### src/rtl/aximm_rx_ctrl.sv
// Receive-side AXI-ST controller: two-entry skid buffer feeding a write-side FIFO,
// with a registered upstream ready, a written-beat counter and a sticky protocol flag.
//
// state | meaning
// EMPTY | no beat buffered
// ONE   | out register holds the oldest beat
// TWO   | out and skid registers both hold beats; upstream ready is low
module aximm_rx_ctrl #(
  parameter int DWIDTH = 32,
  parameter int CNT_W  = 16
) (
  input  logic              clk,
  input  logic              rst_n,
  input  logic              axist_valid,
  input  logic [DWIDTH-1:0] axist_data,
  output logic              axist_rdy,
  input  logic              fifo_full,
  output logic              fifo_wren,
  output logic [DWIDTH-1:0] fifo_wdata,
  output logic [CNT_W-1:0]  rx_beat_cnt,
  output logic              proto_err
);

  typedef enum logic [1:0] {
    EMPTY = 2'd0,
    ONE   = 2'd1,
    TWO   = 2'd2
  } state_t;

  state_t            state;
  state_t            next_state;
  logic [DWIDTH-1:0] out_data;
  logic [DWIDTH-1:0] skid_data;
  logic [DWIDTH-1:0] out_data_nxt;
  logic [DWIDTH-1:0] skid_data_nxt;
  logic              accept;
  logic              drain;
  logic              stall_q;
  logic [DWIDTH-1:0] data_q;
  logic              viol;

  assign accept     = axist_valid & axist_rdy;
  assign drain      = (state != EMPTY) & ~fifo_full;
  assign fifo_wren  = drain;
  assign fifo_wdata = out_data;

  // A beat offered without ready must stay valid and stable until taken.
  assign viol = stall_q & (~axist_valid | (axist_data != data_q));

  always_comb begin
    next_state    = state;
    out_data_nxt  = out_data;
    skid_data_nxt = skid_data;
    case (state)
      EMPTY: begin
        if (accept) begin
          next_state   = ONE;
          out_data_nxt = axist_data;
        end
      end
      ONE: begin
        if (accept && drain) begin
          out_data_nxt = axist_data;
        end else if (accept) begin
          next_state    = TWO;
          skid_data_nxt = axist_data;
        end else if (drain) begin
          next_state = EMPTY;
        end
      end
      TWO: begin
        if (drain) begin
          next_state   = ONE;
          out_data_nxt = skid_data;
        end
      end
      default: next_state = EMPTY;
    endcase
  end

  always_ff @(posedge clk or negedge rst_n) begin
    if (!rst_n) begin
      state       <= EMPTY;
      out_data    <= '0;
      skid_data   <= '0;
      axist_rdy   <= 1'b0;
      rx_beat_cnt <= '0;
      stall_q     <= 1'b0;
      data_q      <= '0;
      proto_err   <= 1'b0;
    end else begin
      state     <= next_state;
      out_data  <= out_data_nxt;
      skid_data <= skid_data_nxt;
      axist_rdy <= (next_state != TWO);
      if (drain) begin
        rx_beat_cnt <= rx_beat_cnt + CNT_W'(1);
      end
      stall_q <= axist_valid & ~axist_rdy;
      data_q  <= axist_data;
      if (viol) begin
        proto_err <= 1'b1;
      end
    end
  end

endmodule

### config.mk
export PLATFORM = sky130hd
export DESIGN_NAME = aximm_rx_ctrl
export DESIGN_NICKNAME = d
export VERILOG_FILES = /design/src/rtl/aximm_rx_ctrl.sv
export SDC_FILE = /design/constraint.sdc
export NUM_CORES = 1
export LEC_CHECK = 0
export BUFFER_PORTS_ARGS = -buffer_cell sky130_fd_sc_hd__buf_2
export CAP_MARGIN = 20
export CORE_ASPECT_RATIO = 0.9
export CORE_MARGIN = 2
export CORE_UTILIZATION = 55
export CTS_CLUSTER_SIZE = 25
export DETAILED_ROUTE_END_ITERATION = 8
export PLACE_DENSITY = 0.83
export SKIP_LAST_GASP = 1
export SLEW_MARGIN = 25
export SYNTH_ARGS = -nofsm -noshare
export SYNTH_HDL_FRONTEND = slang
export SYNTH_SLANG_ARGS = --single-unit
### constraint.sdc
create_clock -name clk -period 1.6 [get_ports clk]
set_input_delay 0.32 -clock clk [delete_from_list [all_inputs] [get_ports clk]]
set_output_delay 0.32 -clock clk [all_outputs]
set_load 0.01 [all_outputs]
==> results.sh, run 1 <==
export IMPL_status="complete, no violations"
export IMPL_clk_latency_ps=500
export IMPL_power_density_nw_per_um2=1718
export IMPL_first_iter_violations=107
export IMPL_max_stage_delay_ps=400
export IMPL_io_buffers=86
export IMPL_drive_above_1_share_pct=33.01
export IMPL_cts_root_buf="clkbuf_8"
export IMPL_vias=3212
export IMPL_setup_viol=0
export IMPL_hold_violations=0
export IMPL_critPathSlowestCell="dfrtp_2"
export IMPL_grt_start_max_net_pins=35
export IMPL_htree_levels=4
export IMPL_min_period_ps=1578
export IMPL_clock_path_buffers=2
export IMPL_worst_pin_slew_ps=442.0
export IMPL_mostFrequentLayoutCell="dfrtp_1"
export IMPL_core_sq_um=8488
export IMPL_nets=535
export IMPL_routabilityCongestion=0.7887
export IMPL_slew_violations=0
export IMPL_peakVddDrop_uv=978.8
export IMPL_overflow=0
export IMPL_grt_pass1_wl_mm=16.53
export IMPL_crit_family="flip-flops"
export IMPL_cts_buffers=17
export IMPL_fin_crit_sh_pct=98.61
export IMPL_tns_ps=0
export IMPL_avgSynthCellArea_sq_um=13.12
export IMPL_final_cell_mix="dfrtp_1 (116), buf_2 (84), xnor2_1 (38)"
export IMPL_drc=0
export IMPL_p_int_uw=7824
export IMPL_synthesis_nets=399
export IMPL_slew_headroom_pct=70.53
export IMPL_hold_path_class="in2reg"
export IMPL_synthDistinctLibCells=34
export IMPL_ios=87
export IMPL_synth_warning_count=0
export IMPL_area_growth_pct=34.65
export IMPL_cts_tree="built"
export IMPL_dieArea_sq_um=9393
export IMPL_switching_share_pct=28.78
export IMPL_crit_fanout=2
export IMPL_p_clk_share_pct=34.9
export IMPL_path_class="reg2out"
export IMPL_dieHeight_microns=92.15
export IMPL_grt_usage_pct=23.12
export IMPL_worst_setup_path_end_kind="output port"
export IMPL_clkSinkCount=117
export IMPL_grt_pass1_vias=3379
export IMPL_pwr_share_seq_pct=40.9
export IMPL_rows=32
export IMPL_cp_num_buf_inv=1
export IMPL_viasPerCell=5.115
export IMPL_cp_cell_sequence="o21ba_4 -> buf_6"
export IMPL_crit_required_ps=1280
export IMPL_rsz0062_at_grt="yes"
export IMPL_clk_pin_slew_ps=50
export IMPL_cap_violations=0
export IMPL_fmax_ghz=0.6338
export IMPL_cp_data_arrival_time_ps=1260
export IMPL_die_w_microns=101.9
export IMPL_syn_cell_area_sq_um=4748
export IMPL_combPwrFrac_pct=24.2
export IMPL_start_util_pct=55.94
export IMPL_post_route_util_pct=75.32
export IMPL_seq_area_frac_synth_pct=61.66
export IMPL_diodes=0
export IMPL_synth_seq_cells=117
export IMPL_antenna_found_initial=0
export IMPL_start_kind="register"
export IMPL_fin_skew_ps=7.777
export IMPL_drt_wl_total_mm=9.922
export IMPL_postRouteAntennaNets=0
export IMPL_switchingPower_uw=3162
export IMPL_wire_per_inst_microns=15.80
export IMPL_dp_hpwl_mm=6.496
export IMPL_syn_inst=362
export IMPL_drtPass1Iterations=4
export IMPL_leakagePower_uw=0.002772
==> synth_stat cells (all sizes together) <==
cell | instances | area share (%)
a21oi | 32 | 3.4
ha | 1 | 0.26
inv | 5 | 0.40
and3 | 2 | 0.26
nand3b | 1 | 0.16
o21ba | 1 | 0.21
xnor2 | 38 | 7.0
mux2i | 32 | 6.7
nand2b | 1 | 0.13
and4 | 1 | 0.18
a41o | 1 | 0.21
xor2 | 9 | 1.7
nor3 | 6 | 0.74
nor2b | 1 | 0.13
dfrtp | 117 | 62
nor4 | 3 | 0.53
a31oi | 1 | 0.13
nand3 | 5 | 0.53
nor3b | 2 | 0.32
nand2 | 6 | 0.47
nand4 | 9 | 1.5
buf | 14 | 1.8
mux2 | 35 | 8.3
o21ai | 1 | 0.11
nor2 | 37 | 3.1
o22ai | 1 | 0.13
==> through the flow <==
| stage | setup slack, ps | hold WS [ps] | cell area [sq um] | cells | power, uW |
|---|---|---|---|---|---|
| after floorplan | 113.2 | 24.41 | 4748 | 362 | 5987 |
| after global placement | 108.7 | 290.3 | 5429 | 563 | 6904 |
| after detailed placement | 40.03 | 292.2 | 5429 | 563 | 7086 |
| after CTS | 10.87 | 103.0 | 6389 | 628 | 11060 |
| after global routing | -27.01 | 126.1 | 6394 | 628 | 11570 |
| final | 22.29 | 129.3 | 6394 | 628 | 10990 |
==> cells by family after synthesis <==
kind of cell | after synthesis | synth area share (%)
DFF | 117 | 61.66
and+or+nand+nor | 74 | 8.037
muxes | 67 | 15.05
xor gates and xnor gates | 47 | 8.669
AOI/OAI and AO/OA | 37 | 4.163
buffers and inverters | 19 | 2.161
adders and majority gates | 1 | 0.2635
==> worst register-to-register path, cell delays in order, from the launching register on <==
cell	delay, ps
dfrtp_2	400
buf_4	160
nor3_4	220
buf_12	240
mux2_2	390
==> registers in the layout, summed over array words and instances, names as in the netlist <==
register     count
skid_data       32
state            2
fifo_wdata      32
stall_q          1
proto_err        1
data_q          32
axist_rdy        1
rx_beat_cnt     16
==> layout make-up <==
cell class	instances	area, sq um
Tap cell	119	148.9
Timing Repair Buffer	131	959.7
Fill cell	550	2095
Multi-Input combinational cell	226	1737
Inverter	5	18.77
Sequential cell	117	2929
Clock buffer	20	445.4
Clock inverter	10	155.1
==> layer usage <==
metal | vias to the layer above | part of all wire, % | track usage, %
met5 | - | 0 | 0
met4 | 0 | 1.6 | 8.889
met3 | 12 | 3.2 | 5.488
met2 | 67 | 50 | 36.40
met1 | 1613 | 45 | 31.21
li1 | 1520 | - | -
==> worst paths after layout <==
kind,startpoint,to,slack [ps],cells after the start
setup / recovery,state[1],fifo_wren,20,2
hold / removal,axist_valid,stall_q,130,2
setup reg to reg,state[1],skid_data[7],80,4
hold reg to reg,rx_beat_cnt[15],rx_beat_cnt[15],480,1
max in group asynchronous,rst_n,fifo_wdata[1],760,3
min in group asynchronous,rst_n,fifo_wdata[23],310,2
==> power by group through the flow <==
| stage | combinational, uW | sequential [uW] | clock [uW] |
|---|---|---|---|
| finish | 2660 | 4490 | 3840 |
| global route | 2920 | 4610 | 4030 |
| CTS | 2680 | 4490 | 3890 |
| detailed placement | 2570 | 4520 | 0 |
| global placement | 2450 | 4460 | 0 |
| floorplan | 1330 | 4650 | 0 |
==> timing repair <==
item	4_1_cts	5_1_grt
pin swaps	1	1
resized for setup	3	1
setup buffers	2	0
hold endpoints to repair	59	0
setup endpoints to repair	1	3
hold buffers	33	0
(Power assumes the default switching activity.)
==> run 2, diff against run 1 <==
--- a/config.mk
+++ b/config.mk
@@ -10,6 +10,7 @@
 export CORE_ASPECT_RATIO = 0.9
 export CORE_MARGIN = 2
 export CORE_UTILIZATION = 55
+export CTS_BUF_LIST = sky130_fd_sc_hd__clkbuf_8 sky130_fd_sc_hd__clkbuf_16
 export CTS_CLUSTER_SIZE = 25
 export DETAILED_ROUTE_END_ITERATION = 8
 export PLACE_DENSITY = 0.83
==> results.sh, run 2 (synthesis gave the netlist of run 1 again) <==
export IMPL_met2_usage_pct=36.40
export IMPL_overflow=0
export IMPL_diodes=0
export IMPL_nets=535
export IMPL_grt_usage_pct=23.12
export IMPL_viasPerCell=5.119
export IMPL_wire_per_inst_microns=15.80
export IMPL_p_clk_share_pct=34.9
export IMPL_htree_levels=4
export IMPL_status="complete, no violations"
export IMPL_cap_violations=0
export IMPL_dp_cells=563
export IMPL_crit_start="state[1]"
export IMPL_antenna_found_initial=0
export IMPL_hold_violations=0
export IMPL_io_buffers=86
export IMPL_clk_latency_ps=500
export IMPL_fin_crit_sh_pct=98.61
export IMPL_ios=87
export IMPL_cp_data_arrival_time_ps=1260
export IMPL_min_period_ps=1578
export IMPL_final_cell_mix="dfrtp_1 (116), buf_2 (84), xnor2_1 (38)"
export IMPL_switchingPower_uw=3163
export IMPL_clock_path_buffers=2
export IMPL_post_route_util_pct=75.32
export IMPL_area_growth_pct=34.65
export IMPL_routabilityCongestion=0.7887
export IMPL_stdcell_count=628
export IMPL_clkSinkCount=117
export IMPL_clk_pin_slew_ps=50
export IMPL_worst_pin_slew_ps=442.0
export IMPL_grt_pass1_vias=3379
export IMPL_fmax_ghz=0.6338
export IMPL_crit_required_ps=1280
export IMPL_crit_fanout=2
export IMPL_slew_violations=0
export IMPL_dieHeight_microns=92.15
export IMPL_peakVddDrop_uv=979.0
export IMPL_rsz0062_at_grt="yes"
export IMPL_first_iter_violations=108
export IMPL_rr_startpoint="state[1]"
export IMPL_drt_wl_total_mm=9.924
export IMPL_use_met3_pct=5.488
export IMPL_grt_start_max_net_pins=35
export IMPL_drtPass1Iterations=4
export IMPL_start_kind="register"
export IMPL_postRouteAntennaNets=0
export IMPL_dieArea_sq_um=9393
export IMPL_switching_share_pct=28.80
export IMPL_path_class="reg2out"
export IMPL_vias=3215
export IMPL_die_w_microns=101.9
export IMPL_use_met1_pct=31.21
export IMPL_worst_setup_path_end_kind="output port"
export IMPL_mostFrequentLayoutCell="dfrtp_1"
export IMPL_min_from="axist_valid"
export IMPL_setup_viol=0
export IMPL_tns_ps=0
export IMPL_grt_busiest_layer="met2"
export IMPL_dp_hpwl_mm=6.496
export IMPL_p_int_uw=7818
export IMPL_core_sq_um=8488
export IMPL_cts_root_buf="clkbuf_8"
export IMPL_p_total_uw=10980
export IMPL_start_util_pct=55.94
export IMPL_cts_tree="built"
export IMPL_leakagePower_uw=0.002776
export IMPL_drc=0
export IMPL_power_density_nw_per_um2=1717
export IMPL_pre_cts_slack_ps=40.03
export IMPL_hold_path_class="in2reg"
export IMPL_cts_buffers=17
export IMPL_grt_pass1_wl_mm=16.53
export IMPL_slew_headroom_pct=70.53
export IMPL_drive_above_1_share_pct=33.01
export IMPL_pwr_share_seq_pct=40.9
export IMPL_fin_ws_ps=22.22
export IMPL_combPwrFrac_pct=24.2
export IMPL_fin_skew_ps=7.778
export IMPL_rows=32
## run 2: changes by cell type in the layout (fill, tap and decap cells not counted), sizes merged
cell and change:
clkbuf -1, inv +1
## run 2: cell type report
class,instances,area [sq um]
Sequential cell,117,2929
Multi-Input combinational cell,226,1737
Clock inverter,11,158.9
Clock buffer,19,441.7
Timing Repair Buffer,131,959.7
Fill cell,550,2095
Tap cell,119,148.9
Inverter,5,18.77
## run 2: through the flow
| step | hold WS (ps) | instance area [sq um] |
|---|---|---|
| finish | 126.6 | 6394 |
| global route | 126.1 | 6394 |
| CTS | 103.0 | 6389 |
| detailed placement | 292.2 | 5429 |
| global placement | 290.3 | 5429 |
| floorplan | 24.41 | 4748 |
## run 2: worst paths after layout
| check | endpoint | slack (ps) | cells after the start |
|---|---|---|---|
| worst max-delay path | fifo_wren | 20 | 2 |
| worst min-delay path | stall_q | 130 | 2 |
| worst max register to register | skid_data[7] | 80 | 4 |
| worst min register to register | rx_beat_cnt[15] | 480 | 1 |
| max in group asynchronous | fifo_wdata[1] | 760 | 3 |
| min in group asynchronous | fifo_wdata[23] | 310 | 2 |
## run 2: what timing repair did
| action | 4_1_cts | 5_1_grt |
|---|---|---|
| hold buffers | 33 | 0 |
| cloned | 0 | 0 |
| pin swaps | 1 | 1 |
| endpoints found under the setup margin | 1 | 3 |
| buffers inserted | 2 | 0 |
| resized for setup | 3 | 1 |
| hold endpoints to repair | 59 | 0 |
## run 2: metal layers
metal | part of all wire, % | vias to the layer above | wire length (microns)
met3 | 3.3 | 13 | 324
met5 | 0 | - | 0
met2 | 50 | 69 | 4956
li1 | - | 1516 | -
met1 | 45 | 1617 | 4471
met4 | 1.7 | 0 | 172
## run 2: power by group through the flow
stage	Sequential, uW	Clock [uW]	Combinational (uW)
after floorplan	4650	0	1330
after global placement	4460	0	2450
after detailed placement	4520	0	2570
after CTS	4490	3880	2680
after global routing	4610	4030	2920
final	4490	3830	2660
## run 2: critical path, stage by stage, from the launching register on
cell	delay [ps]
dfrtp_2	400
o21ba_4	230
buf_6	120
==> run 3, diff against run 2 <==
--- a/config.mk
+++ b/config.mk
@@ -9,11 +9,11 @@
 export CAP_MARGIN = 20
 export CORE_ASPECT_RATIO = 0.9
 export CORE_MARGIN = 2
-export CORE_UTILIZATION = 55
+export CORE_UTILIZATION = 35
 export CTS_BUF_LIST = sky130_fd_sc_hd__clkbuf_8 sky130_fd_sc_hd__clkbuf_16
 export CTS_CLUSTER_SIZE = 25
 export DETAILED_ROUTE_END_ITERATION = 8
-export PLACE_DENSITY = 0.83
+export PLACE_DENSITY = 0.6
 export SKIP_LAST_GASP = 1
 export SLEW_MARGIN = 25
 export SYNTH_ARGS = -nofsm -noshare
==> results.sh, run 3 (synthesis gave the netlist of run 1 again) <==
export IMPL_status="complete, no violations"
export IMPL_area_growth_pct=29.70
export IMPL_drt_wl_total_mm=10.52
export IMPL_wl_met1_mm=5.052
export IMPL_nets=503
export IMPL_fmax_ghz=0.6395
export IMPL_io_buffers=86
export IMPL_rsz0062_at_grt="yes"
export IMPL_peakVddDrop_uv=907.2
export IMPL_postRouteAntennaNets=0
export IMPL_max_stage_delay_ps=430
export IMPL_wl_met2_mm=4.933
export IMPL_crit_family="flip-flops"
export IMPL_wire_per_inst_microns=16.25
export IMPL_top_layer_used="met4"
export IMPL_min_period_ps=1564
export IMPL_dieHeight_microns=114.5
export IMPL_cts_tree="built"
export IMPL_fin_skew_ps=8.771
export IMPL_drtPass1Iterations=4
export IMPL_rows=40
export IMPL_ios=87
export IMPL_grt_start_max_net_pins=43
export IMPL_start_util_pct=35.67
export IMPL_leakagePower_uw=0.002650
export IMPL_grt_pass1_vias=3153
export IMPL_crit_fanout=7
export IMPL_slew_violations=0
export IMPL_post_route_util_pct=46.26
export IMPL_dp_hpwl_mm=6.949
export IMPL_vias=3059
export IMPL_clkSinkCount=117
export IMPL_cap_violations=0
export IMPL_routabilityCongestion=0.7224
export IMPL_hold_path_class="in2reg"
export IMPL_diodes=0
export IMPL_cp_data_arrival_time_ps=1240
export IMPL_drive_above_1_share_pct=35.49
export IMPL_clk_pin_slew_ps=60
export IMPL_fin_crit_sh_pct=97.74
export IMPL_p_total_uw=10980
export IMPL_path_class="reg2out"
export IMPL_htree_levels=4
export IMPL_grt_usage_pct=14.94
export IMPL_viasPerCell=4.728
export IMPL_critPathSlowestCell="dfrtp_2"
export IMPL_cp_num_buf_inv=1
export IMPL_clock_path_buffers=2
export IMPL_wl_met3_microns=460
export IMPL_cp_cell_sequence="o21ba_4 -> buf_2"
export IMPL_first_iter_violations=106
export IMPL_cts_root_buf="clkbuf_16"
export IMPL_cts_buffers=17
export IMPL_antenna_found_initial=0
export IMPL_clk_latency_ps=410
export IMPL_final_cell_mix="dfrtp_1 (116), buf_2 (85), xnor2_1 (38)"
export IMPL_worst_setup_path_end_kind="output port"
export IMPL_die_w_microns=126.8
export IMPL_overflow=0
export IMPL_power_density_nw_per_um2=1782
export IMPL_slew_headroom_pct=75.36
export IMPL_drc=0
export IMPL_setup_viol=0
export IMPL_dieArea_sq_um=14520
export IMPL_holdWs_ps=69.27
export IMPL_crit_required_ps=1280
export IMPL_mostFrequentLayoutCell="dfrtp_1"
export IMPL_grt_pass1_wl_mm=16.62
export IMPL_worst_pin_slew_ps=369.5
export IMPL_start_kind="register"
export IMPL_hold_violations=0
export IMPL_core_sq_um=13310
==> run 3: cell count changes in the layout (fill, tap and decap cells not counted), moves of 2 or more <==
cell,previous run,this run
inv_6,0,2
buf_12,8,6
clkbuf_16,16,19
clkinv_2,4,2
dlygate4sd3_1,33,1
==> run 3: timing repair <==
| item | 4_1_cts | 5_1_grt |
|---|---|---|
| gates resized for setup | 2 | 3 |
| hold buffers | 1 | 0 |
| buffers inserted | 1 | 0 |
| pin swaps | 0 | 1 |
| setup endpoints to repair | 1 | 9 |
| cloned | 0 | 2 |
| endpoints found under the hold margin | 22 | 0 |
==> run 3: area by class of cell <==
cell class / count / area, sq um
Clock inverter: 13 / 156.4
Multi-Input combinational cell: 226 / 1748
Timing Repair Buffer: 99 / 643.1
Fill cell: 1227 / 7154
Clock buffer: 19 / 452.9
Sequential cell: 117 / 2929
Tap cell: 168 / 210.2
Inverter: 5 / 18.77
==> run 3: report_power, final <==
group | internal, uW | total, uW | switching, uW
logic | 1320 | 2650 | 1320
clock network | 2520 | 3870 | 1340
registers | 3900 | 4460 | 560
==> run 3: routing by layer <==
metal  vias up  track usage (%)
met2        75            22.81
met1      1512            20.27
li1       1466                -
met5         -                0
met4         0            4.835
met3         6            4.953
==> run 3: per-stage QoR <==
stage	area [sq um]	worst slack [ps]	TNS, ps	std cells
global route	6158	-6.178	-6.178	647
global placement	5458	98.72	0	611
CTS	6092	22.11	0	645
detailed placement	5458	34.12	0	611
floorplan	4748	113.2	0	362
finish	6158	36.18	0	647
==> run 3: final timing paths <==
check / start / to / slack [ps] / cells past startpoint
setup / recovery: state[1] / fifo_wren / 40 / 2
min in group asynchronous: rst_n / fifo_wdata[28] / 380 / 2
setup reg to reg: state[1] / skid_data[8] / 70 / 4
max in group asynchronous: rst_n / data_q[26] / 580 / 3
hold / removal: axist_data[14] / data_q[14] / 70 / 1
hold reg to reg: rx_beat_cnt[15] / rx_beat_cnt[15] / 470 / 1
==> run 3: worst reg2reg max path: stages, from the launching register on <==
cell     delay [ps]
dfrtp_2         430
buf_4           160
nor3_4          210
buf_12          240
mux2_2          370
